**src/rtl/fetch_unit.sv**
```systemverilog
// Instruction-fetch stage: owns the PC, registers the returned word into the IF/ID latch,
// and handles stalls, redirects with wrong-path flush, and sticky fetch faults.
module fetch_unit #(
  parameter logic [31:0] RESET_PC   = 32'h0000_0000,
  parameter int unsigned IMEM_BYTES = 109
) (
  input  logic        clk,
  input  logic        reset,
  output logic [31:0] pc,
  input  logic [31:0] instruction_code,
  input  logic        stall,
  input  logic        redirect_valid,
  input  logic [31:0] redirect_target,
  output logic        if_valid,
  output logic [31:0] if_pc,
  output logic [31:0] if_instr,
  output logic [31:0] if_pc_plus4,
  output logic [31:0] fetch_count,
  output logic        fault,
  output logic [31:0] fault_pc
);

  localparam int unsigned XLEN = 32;
  // Highest PC whose full word still lies inside the memory; compared without a +3 overflow.
  localparam logic [XLEN-1:0] MAX_PC   = XLEN'(IMEM_BYTES - 4);
  localparam logic [XLEN-1:0] WORD_INC = XLEN'(4);

  typedef enum logic {
    RUN   = 1'b0,
    FAULT = 1'b1
  } state_t;

  state_t          state, state_nxt;
  logic [XLEN-1:0] pc_nxt;
  logic            if_valid_nxt;
  logic [XLEN-1:0] if_pc_nxt;
  logic [XLEN-1:0] if_instr_nxt;
  logic [XLEN-1:0] if_pc_plus4_nxt;
  logic [XLEN-1:0] fetch_count_nxt;
  logic            fault_nxt;
  logic [XLEN-1:0] fault_pc_nxt;

  // Next-state and next-register values; redirect outranks stall, stall outranks the range check.
  always_comb begin
    state_nxt       = state;
    pc_nxt          = pc;
    if_valid_nxt    = if_valid;
    if_pc_nxt       = if_pc;
    if_instr_nxt    = if_instr;
    if_pc_plus4_nxt = if_pc_plus4;
    fetch_count_nxt = fetch_count;
    fault_nxt       = fault;
    fault_pc_nxt    = fault_pc;

    case (state)
      RUN: begin
        if (redirect_valid && (redirect_target[1:0] != 2'b00)) begin
          state_nxt    = FAULT;
          fault_nxt    = 1'b1;
          fault_pc_nxt = redirect_target;
          if_valid_nxt = 1'b0;
        end else if (redirect_valid) begin
          pc_nxt       = redirect_target;
          if_valid_nxt = 1'b0;
        end else if (stall) begin
          pc_nxt = pc;
        end else if (pc > MAX_PC) begin
          state_nxt    = FAULT;
          fault_nxt    = 1'b1;
          fault_pc_nxt = pc;
          if_valid_nxt = 1'b0;
        end else begin
          if_instr_nxt    = instruction_code;
          if_pc_nxt       = pc;
          if_pc_plus4_nxt = pc + WORD_INC;
          if_valid_nxt    = 1'b1;
          pc_nxt          = pc + WORD_INC;
          fetch_count_nxt = fetch_count + XLEN'(1);
        end
      end
      FAULT: begin
        if_valid_nxt = 1'b0;
        fault_nxt    = 1'b1;
      end
      default: begin
        state_nxt = RUN;
      end
    endcase
  end

  always_ff @(posedge clk) begin
    if (reset) begin
      state       <= RUN;
      pc          <= RESET_PC;
      if_valid    <= 1'b0;
      if_pc       <= '0;
      if_instr    <= '0;
      if_pc_plus4 <= WORD_INC;
      fetch_count <= '0;
      fault       <= 1'b0;
      fault_pc    <= '0;
    end else begin
      state       <= state_nxt;
      pc          <= pc_nxt;
      if_valid    <= if_valid_nxt;
      if_pc       <= if_pc_nxt;
      if_instr    <= if_instr_nxt;
      if_pc_plus4 <= if_pc_plus4_nxt;
      fetch_count <= fetch_count_nxt;
      fault       <= fault_nxt;
      fault_pc    <= fault_pc_nxt;
    end
  end

endmodule

```
**config.mk**
```make
export PLATFORM = sky130hd
export DESIGN_NAME = fetch_unit
export DESIGN_NICKNAME = d
export VERILOG_FILES = /design/src/rtl/fetch_unit.sv
export SDC_FILE = /design/constraint.sdc
export NUM_CORES = 1
export LEC_CHECK = 0
export BUFFER_PORTS_ARGS = -buffer_cell sky130_fd_sc_hd__buf_2
export CORE_AREA = 4 4 174 134
export DETAILED_ROUTE_END_ITERATION = 12
export DIE_AREA = 0 0 178 138
export MAX_ROUTING_LAYER = met4
export PLACE_DENSITY = 0.63
export RECOVER_POWER = 100
export SYNTH_ARGS = -nofsm -noshare
export SYNTH_HDL_FRONTEND = slang
export SYNTH_SLANG_ARGS = --single-unit
```
**constraint.sdc**
```tcl
create_clock -name clk -period 3.5 [get_ports clk]
set_input_delay 0.175 -clock clk [delete_from_list [all_inputs] [get_ports clk]]
set_output_delay 0.175 -clock clk [all_outputs]
set_load 0.02 [all_outputs]
```
==> run_results.csv, run 1 <==
group,metric,value,unit
outcome,outcome,"finished, violations left",
outcome,violations,"max-capacitance violations, max-slew violations",
yosys,netlist_top_cells_area,"dfxtp_1 52%, a21oi_1 5.2%, nand2_1 5.0%",
power,power.sequential.fraction,47.1,%
place,place_area,0.00898,sq mm
finish,mostFrequentLayoutCell,"clkbuf_1",
global_routing,grtUsageTotal,18.8,%
global_routing,grt_antenna_before_repair,1,
clock_tree,cts-buffers-inserted,17,
global_routing,vias_in_the_first_global_route,6583,
yosys,synth.largest_area_cell,"dfxtp_1",
drt,route.antenna.remaining_nets,0,
yosys,async_flop_share,0,%
finish,area_growth_syn_to_layout,28.8,%
place,hpwl,16000,microns
setup_path,worstSetupStartpointType,"flop",
finish,final_layout_size_suffix_gt1_share,11.2,%
power,power_switching_share,30.8,%
sta,clock.fmax,0.345,GHz
setup_path,critPathCaptureType,"flop",
drt,drt_iter0_markers,395,
flow_run,maxCapViolCount,1,
setup_path,reg2reg_slack,0.60,ns
clock_tree,clk_latency,0.43,ns
power,share_clk_of_total_power,36.6,%
power,cellPowerDensity,536,mW/mm^2
yosys,synth_ff_type,"dfxtp_1",
clock_tree,cts_num_sinks,193,
global_routing,grt.overflow.total,0,
power,peakVddDrop,0.257,mV
yosys,synth-compound-area-share,15.7,%
yosys,yosys_register_bits,193,
finish,number_of_nets_in_the_layout,1147,
power,intPower,3.55,mW
clock_tree,post-cts-setup-buffer-count,0,
yosys,synth_area_per_cell,9.03,sq um
floorplan,chipWidth,178,microns
clock_tree,cts_root_cell,"clkbuf_16",
yosys,yosysTopAreaCellShare,52.0,%
yosys,yosys.area_share.adder,0.505,%
sta,final_setup_violating_endpoints,0,
drt,routed_wire_length_per_instance,16.6,microns
setup_path,worst_ep_arrival_time,3.18,ns
yosys,post_synth_num_cell_types,53,
hold_path,worst_hold_path_type,"input port to flop",
yosys,synth-edff-count,0,
setup_path,critical_path_cell_by_cell,"inv_1 > ha_1 > a21o_1 > o211ai_1 > nand4_4 > nand2b_1 > a311oi_1",
drt,wirelength,23000,microns
yosys,syn_nets,894,
finish,layout_common_cells,"194 x clkbuf_1, 193 x dfxtp_1, 99 x nand2_1, 77 x a21oi_1, 66 x buf_2",
global_routing,pin_count_of_the_biggest_net_entering_global_routing,71,
sta,post-route-min-period,2.90,ns
clock_tree,clock_tree.htree_level_count,4,
drt,drt_first_pass_iters,5,
yosys,syn_inst,823,
power,leakage,3.39,nW
floorplan,initial_utilization,34.2,%
power,combinational_group_share_of_total_power,16.3,%
yosys,total_standard_cell_area_after_synthesis,0.00743,sq mm
sta,clock_skew,0.0154,ns
floorplan,fp.coreArea,0.0217,sq mm
setup_path,crit_path_max_incr_delay,0.68,ns
place,routabilityCongestion,0.786,
clock_tree,cts_buffer_depth,2,
sta,hold-worst-slack,0.0198,ns
drt,post-route-drc-count,0,
floorplan,core.rowCount,47,
sta,timing_max_transition_violations_final,8,
clock_tree,cts.reportedPaths.clkPinSlew,0.08,ns
sta,fin_setup_tns,0,ns
sta,maxSlewHeadroom,-16.9,%
clock_tree,cts_tree,"built",
drt,drt-vias-per-instance,4.97,
setup_path,critical_path_peak_fanout,26,
power,switching_pwr,1.58,mW
sta,min_period_over_period,82.9,%
setup_path,worst-endpoint-required,3.78,ns
floorplan,ios,262,
floorplan,floorplan.die.height,138,microns
yosys,synth-warning-count,0,
yosys,synth.yosys.seq_area_share,52.0,%
setup_path,path_class,"flop to flop",
sta,setup_repair_after_global_routing_missed_its_margin,"no",
yosys,dominant_combinational_cell_family_by_area_after_synthesis,"simple AND/OR/NAND/NOR gates",
sta,transition_time_at_the_pin_with_the_least_slew_margin,1.73,ns
finish,final_design_area_no_fill,0.00957,sq mm
floorplan,design.die.area,0.0246,sq mm
yosys,post_synth_mux_area_share,4.36,%
yosys,yosys.area_share.simple,21.9,%
place,io_buffer_count,261,
sta,hold_viol_final,0,
global_routing,grt_pass1_wl,36300,microns
setup_path,critPathSlowestCell,"nand2b_1",
yosys,post_synth_xor_area_fraction,0.472,%
drt,vias,6876,
==> metal layers <==
metal	GRT usage, %	wire length (microns)
met1	25.2	10600
met2	28.4	10500
met3	4.23	1340
met4	5.78	495
met5	-	0
==> sequential cells by signal (all words and copies together) (netlist names) <==
name and count:
fault_pc 32, if_pc 32, pc 32, state 1
if_valid 1, fetch_count 32, if_pc_plus4 30, fault 1
if_instr 32
==> logic make-up (layout without fill, tap and decap cells) <==
| family | after synthesis | count (layout) |
|---|---|---|
| other | 0 | 1 |
| buffers and inverters | 89 | 354 |
| flip-flops | 193 | 193 |
| multiplexers | 32 | 32 |
| AND/OR/NAND/NOR | 324 | 324 |
| XOR/XNOR | 4 | 4 |
| AO/OA/AOI/OAI | 178 | 178 |
| adder cells (fa/ha/maj) | 3 | 3 |
==> cells in the mapped netlist (3+ instances only) <==
cell type  count
mux2i_1       29
inv_1         22
dfxtp_1      193
nor3_1        29
nand2_1       99
a311oi_1      20
nor2_1        59
and2_1        50
or3_1         10
buf_2         16
or4_1         13
o21ai_0       12
a21oi_1       77
nand4_1       11
nand3_1       23
a211oi_1      31
nor4_1         9
clkbuf_1      45
o211ai_1       8
mux2_2         3
and4_1         4
o31ai_1       12
a21o_1         3
nor2b_1        3
ha_1           3
xnor2_1        3
==> what timing repair did <==
action,CTS,global route
gates resized for setup,0,0
hold endpoints to repair,29,0
hold buffers,29,0
==> stage by stage <==
step / power [mW] / utilization, % / worst slack, ns / instances
2_1_floorplan: 3.00 / - / 1.26 / 823
3_3_place_gp: 3.30 / 41.4 / 0.962 / 1322
3_5_place_dp: 3.31 / 41.4 / 0.848 / 1322
4_1_cts: 5.21 / 45.3 / 0.851 / 1382
5_1_grt: 5.35 / 44.1 / 0.357 / 1383
6_report: 5.13 / 44.1 / 0.600 / 1383
==> worst max-delay path: cells and delay by family (launching register included) <==
kind	cells	cell delay, ns
compound gates	3	0.89
fa+ha+maj	1	0.21
buf+inv	1	0.09
flops	1	0.42
simple gates	2	1.15
==> area by class of cell <==
| cell class | count | area [sq um] |
|---|---|---|
| Antenna cell | 1 | 2.50 |
| Tap cell | 294 | 368 |
| Inverter | 23 | 86.3 |
| Fill cell | 2210 | 12100 |
| Clock inverter | 13 | 119 |
| Multi-Input combinational cell | 541 | 3210 |
| Sequential cell | 193 | 3860 |
| Timing Repair Buffer | 300 | 1480 |
| Clock buffer | 18 | 439 |
==> power groups by stage <==
stage / clock network [mW] / registers [mW] / logic (mW)
after global routing: 2.01 / 2.43 / 0.912
after CTS: 1.92 / 2.41 / 0.876
after floorplan: 0 / 2.60 / 0.404
final: 1.88 / 2.42 / 0.835
after detailed placement: 0 / 2.46 / 0.849
after global placement: 0 / 2.46 / 0.842
==> path summary, 6_finish.rpt <==
check,from,endpoint,depth (start not counted)
max reg2reg,pc[2],pc[17],7
min reg2reg,if_pc[5],if_pc[5],2
max,pc[2],pc[17],7
min,instruction_code[31],if_instr[31],3
No activity file was read; power rests on OpenSTA's default activity.
==> run 2, diff against run 1 <==
--- a/config.mk
+++ b/config.mk
@@ -5,10 +5,11 @@
 export SDC_FILE = /design/constraint.sdc
 export NUM_CORES = 1
 export LEC_CHECK = 0
+export ABC_AREA = 1
 export BUFFER_PORTS_ARGS = -buffer_cell sky130_fd_sc_hd__buf_2
-export CORE_AREA = 4 4 174 134
+export CORE_AREA = 4 4 188 145
 export DETAILED_ROUTE_END_ITERATION = 12
-export DIE_AREA = 0 0 178 138
+export DIE_AREA = 0 0 192 149
 export MAX_ROUTING_LAYER = met4
 export PLACE_DENSITY = 0.63
 export RECOVER_POWER = 100
==> constraint.sdc (replaced) <==
create_clock -name clk -period 2.49 [get_ports clk]
set_input_delay 0.1245 -clock clk [delete_from_list [all_inputs] [get_ports clk]]
set_output_delay 0.1245 -clock clk [all_outputs]
set_load 0.02 [all_outputs]
==> run_results.csv, run 2 <==
group,metric,value,unit
outcome,outcome,"finished clean",
clock_tree,post-cts-setup-buffer-count,0,
drt,routed_wire_length_per_instance,15.0,microns
drt,drt-vias-per-instance,4.73,
finish,area_growth_syn_to_layout,28.7,%
setup_path,worst-endpoint-required,2.86,ns
yosys,netlist_top_cells_area,"dfxtp_1 44%, nand2_1 21%, nor2_1 8.5%",
sta,clock.fmax,0.459,GHz
floorplan,core.rowCount,51,
global_routing,grt_antenna_before_repair,0,
power,power.sequential.fraction,44.8,%
power,cellPowerDensity,658,mW/mm^2
global_routing,grt.overflow.total,0,
global_routing,grt_pass1_wl,46600,microns
clock_tree,cts_buffer_depth,2,
power,peakVddDrop,0.475,mV
clock_tree,cts.reportedPaths.clkPinSlew,0.08,ns
finish,layout_common_cells,"481 x nand2_1, 200 x nor2_1, 195 x clkbuf_1, 193 x dfxtp_1, 121 x a21oi_1",
yosys,synth_ff_type,"dfxtp_1",
floorplan,chipWidth,192,microns
sta,min_period_over_period,87.4,%
sta,fin_setup_tns,0,ns
clock_tree,cts_num_sinks,193,
sta,final_setup_violating_endpoints,0,
sta,timing_max_transition_violations_final,0,
clock_tree,cts-buffers-inserted,17,
global_routing,gr-usage-met1,30.1,%
sta,post-route-min-period,2.18,ns
power,power_switching_share,29.0,%
sta,hold_viol_final,0,
drt,post-route-drc-count,0,
floorplan,floorplan.die.height,149,microns
clock_tree,cts_root_cell,"clkbuf_16",
sta,clock_skew,0.0128,ns
finish,final_layout_size_suffix_gt1_share,8.09,%
clock_tree,cts_tree,"built",
flow_run,maxCapViolCount,0,
yosys,yosys-top-cells-count,"480 x nand2_1, 200 x nor2_1, 193 x dfxtp_1, 121 x a21oi_1, 82 x inv_1",
drt,route.antenna.remaining_nets,0,
drt,drt_iter0_markers,704,
floorplan,ios,262,
finish,antenna_cells_inserted,0,
setup_path,worstSetupStartpointType,"flop",
yosys,total_standard_cell_area_after_synthesis,0.00879,sq mm
global_routing,global_route.usage.met3,5.87,%
power,combinational_group_share_of_total_power,15.1,%
setup_path,critical_path_peak_fanout,62,
place,io_buffer_count,261,
yosys,async_flop_share,0,%
yosys,yosysTopAreaCellShare,44.0,%
place,routabilityCongestion,0.936,
power,post-layout-total-power,7.44,mW
yosys,synth.largest_area_cell,"dfxtp_1",
sta,maxSlewHeadroom,30.3,%
yosys,synth-warning-count,0,
power,intPower,5.28,mW
yosys,synth-edff-count,0,
floorplan,initial_utilization,34.5,%
yosys,syn_nets,1414,
yosys,synth_area_per_cell,6.54,sq um
yosys,yosys_register_bits,193,
floorplan,design.die.area,0.0286,sq mm
finish,number_of_nets_in_the_layout,1691,
clock_tree,clock_tree.htree_level_count,4,
global_routing,globalRoute.busiestLayer,"met1",
yosys,post_synth_num_cell_types,28,
sta,setup_repair_after_global_routing_missed_its_margin,"no",
power,share_clk_of_total_power,40.1,%
finish,fin_util,44.4,%
power,leakage,4.48,nW
floorplan,fp.coreArea,0.0255,sq mm
global_routing,grtUsageTotal,21.1,%
setup_path,worst_ep_arrival_time,2.55,ns
clock_tree,clk_latency,0.44,ns
global_routing,use_met2,29.5,%
drt,drt_first_pass_iters,5,
finish,mostFrequentLayoutCell,"nand2_1",
global_routing,vias_in_the_first_global_route,8562,
drt,vias,9342,
hold_path,worst_hold_path_type,"input port to flop",
setup_path,path_class,"flop to flop",
drt,wirelength,29700,microns
place,hpwl,20900,microns
yosys,post-synth-top-count-cell,"nand2_1",
yosys,syn_inst,1343,
yosys,synth.yosys.seq_area_share,44.0,%
setup_path,critPathCaptureType,"flop",
power,switching_pwr,2.15,mW
sta,transition_time_at_the_pin_with_the_least_slew_margin,1.05,ns
global_routing,pin_count_of_the_biggest_net_entering_global_routing,130,
## run 2: changes by cell type after synthesis, sizes merged, moves of 13 or more
cell    before  now
a311oi      20    0
inv         22   92
mux2i       29    0
or4         13    0
buf         20   35
nand3       23   73
o21ai       12   48
a21oi       77  121
a211oi      31    0
nor2        59  202
nand2      100  483
and2        50    0
## run 2: cell families after synthesis
family / synth area share, %
buf+inv: 7.52
flops: 44.0
compound gates: 9.71
fa+ha+maj: 0.427
xor+xnor: 1.79
simple gates: 36.6
## run 2: final timing paths
kind / from / end / slack, ns / cells after the start
hold reg to reg: if_pc_plus4[8] / if_pc_plus4[8] / 0.44 / 2
hold / removal: redirect_target[13] / pc[13] / 0.02 / 5
setup reg to reg: pc[2] / fetch_count[9] / 0.31 / 10
setup / recovery: pc[2] / fetch_count[9] / 0.31 / 10
## run 2: area by class of cell
class,count,area (sq um)
fill,2736,14200
multi-input combinational,987,4280
sequential,193,3860
clock inverter,11,179
inverter,94,353
clock buffer,19,443
timing repair buffer,327,1760
tap,344,430
## run 2: worst max-delay path, cell delays in order, from the launching register on
cell and delay, ns:
dfxtp_1 0.43, inv_1 0.09, ha_1 0.22, nand2_1 0.07, nand2_1 0.06, o21ai_2 0.22
nand3_2 0.16, nor2_4 0.25, buf_12 0.28, o21ai_0 0.15, a21oi_1 0.13
## run 2: power by group through the flow
stage	clock [mW]	combinational [mW]	sequential, mW
after floorplan	0	0.570	3.52
after global placement	0	1.08	3.39
after detailed placement	0	1.09	3.39
after CTS	3.06	1.15	3.32
after global routing	3.19	1.25	3.34
final	2.99	1.12	3.33
## run 2: per-layer routing
layer / part of all wire, % / up-vias
met4: 1.4 / 0
li1: - / 4770
met2: 42 / 327
met3: 8.7 / 29
met5: 0 / -
met1: 48 / 4216
## run 2: per-stage QoR
step                instances  cell area, sq um  hold slack (ns)  setup slack, ns
floorplan                1343              8790            0.259            0.535
global placement         1895             10400            0.369            0.276
detailed placement       1895             10400            0.376            0.179
CTS                      1975             11500          0.00387            0.160
global route             1975             11300           0.0412           0.0880
finish                   1975             11300           0.0222            0.313
## run 2: what timing repair did
action                                 in CTS  in global routing
setup endpoints to repair                   0                 33
resized for setup                           0                  2
hold buffers                               50                  0
endpoints found under the hold margin      50                  0
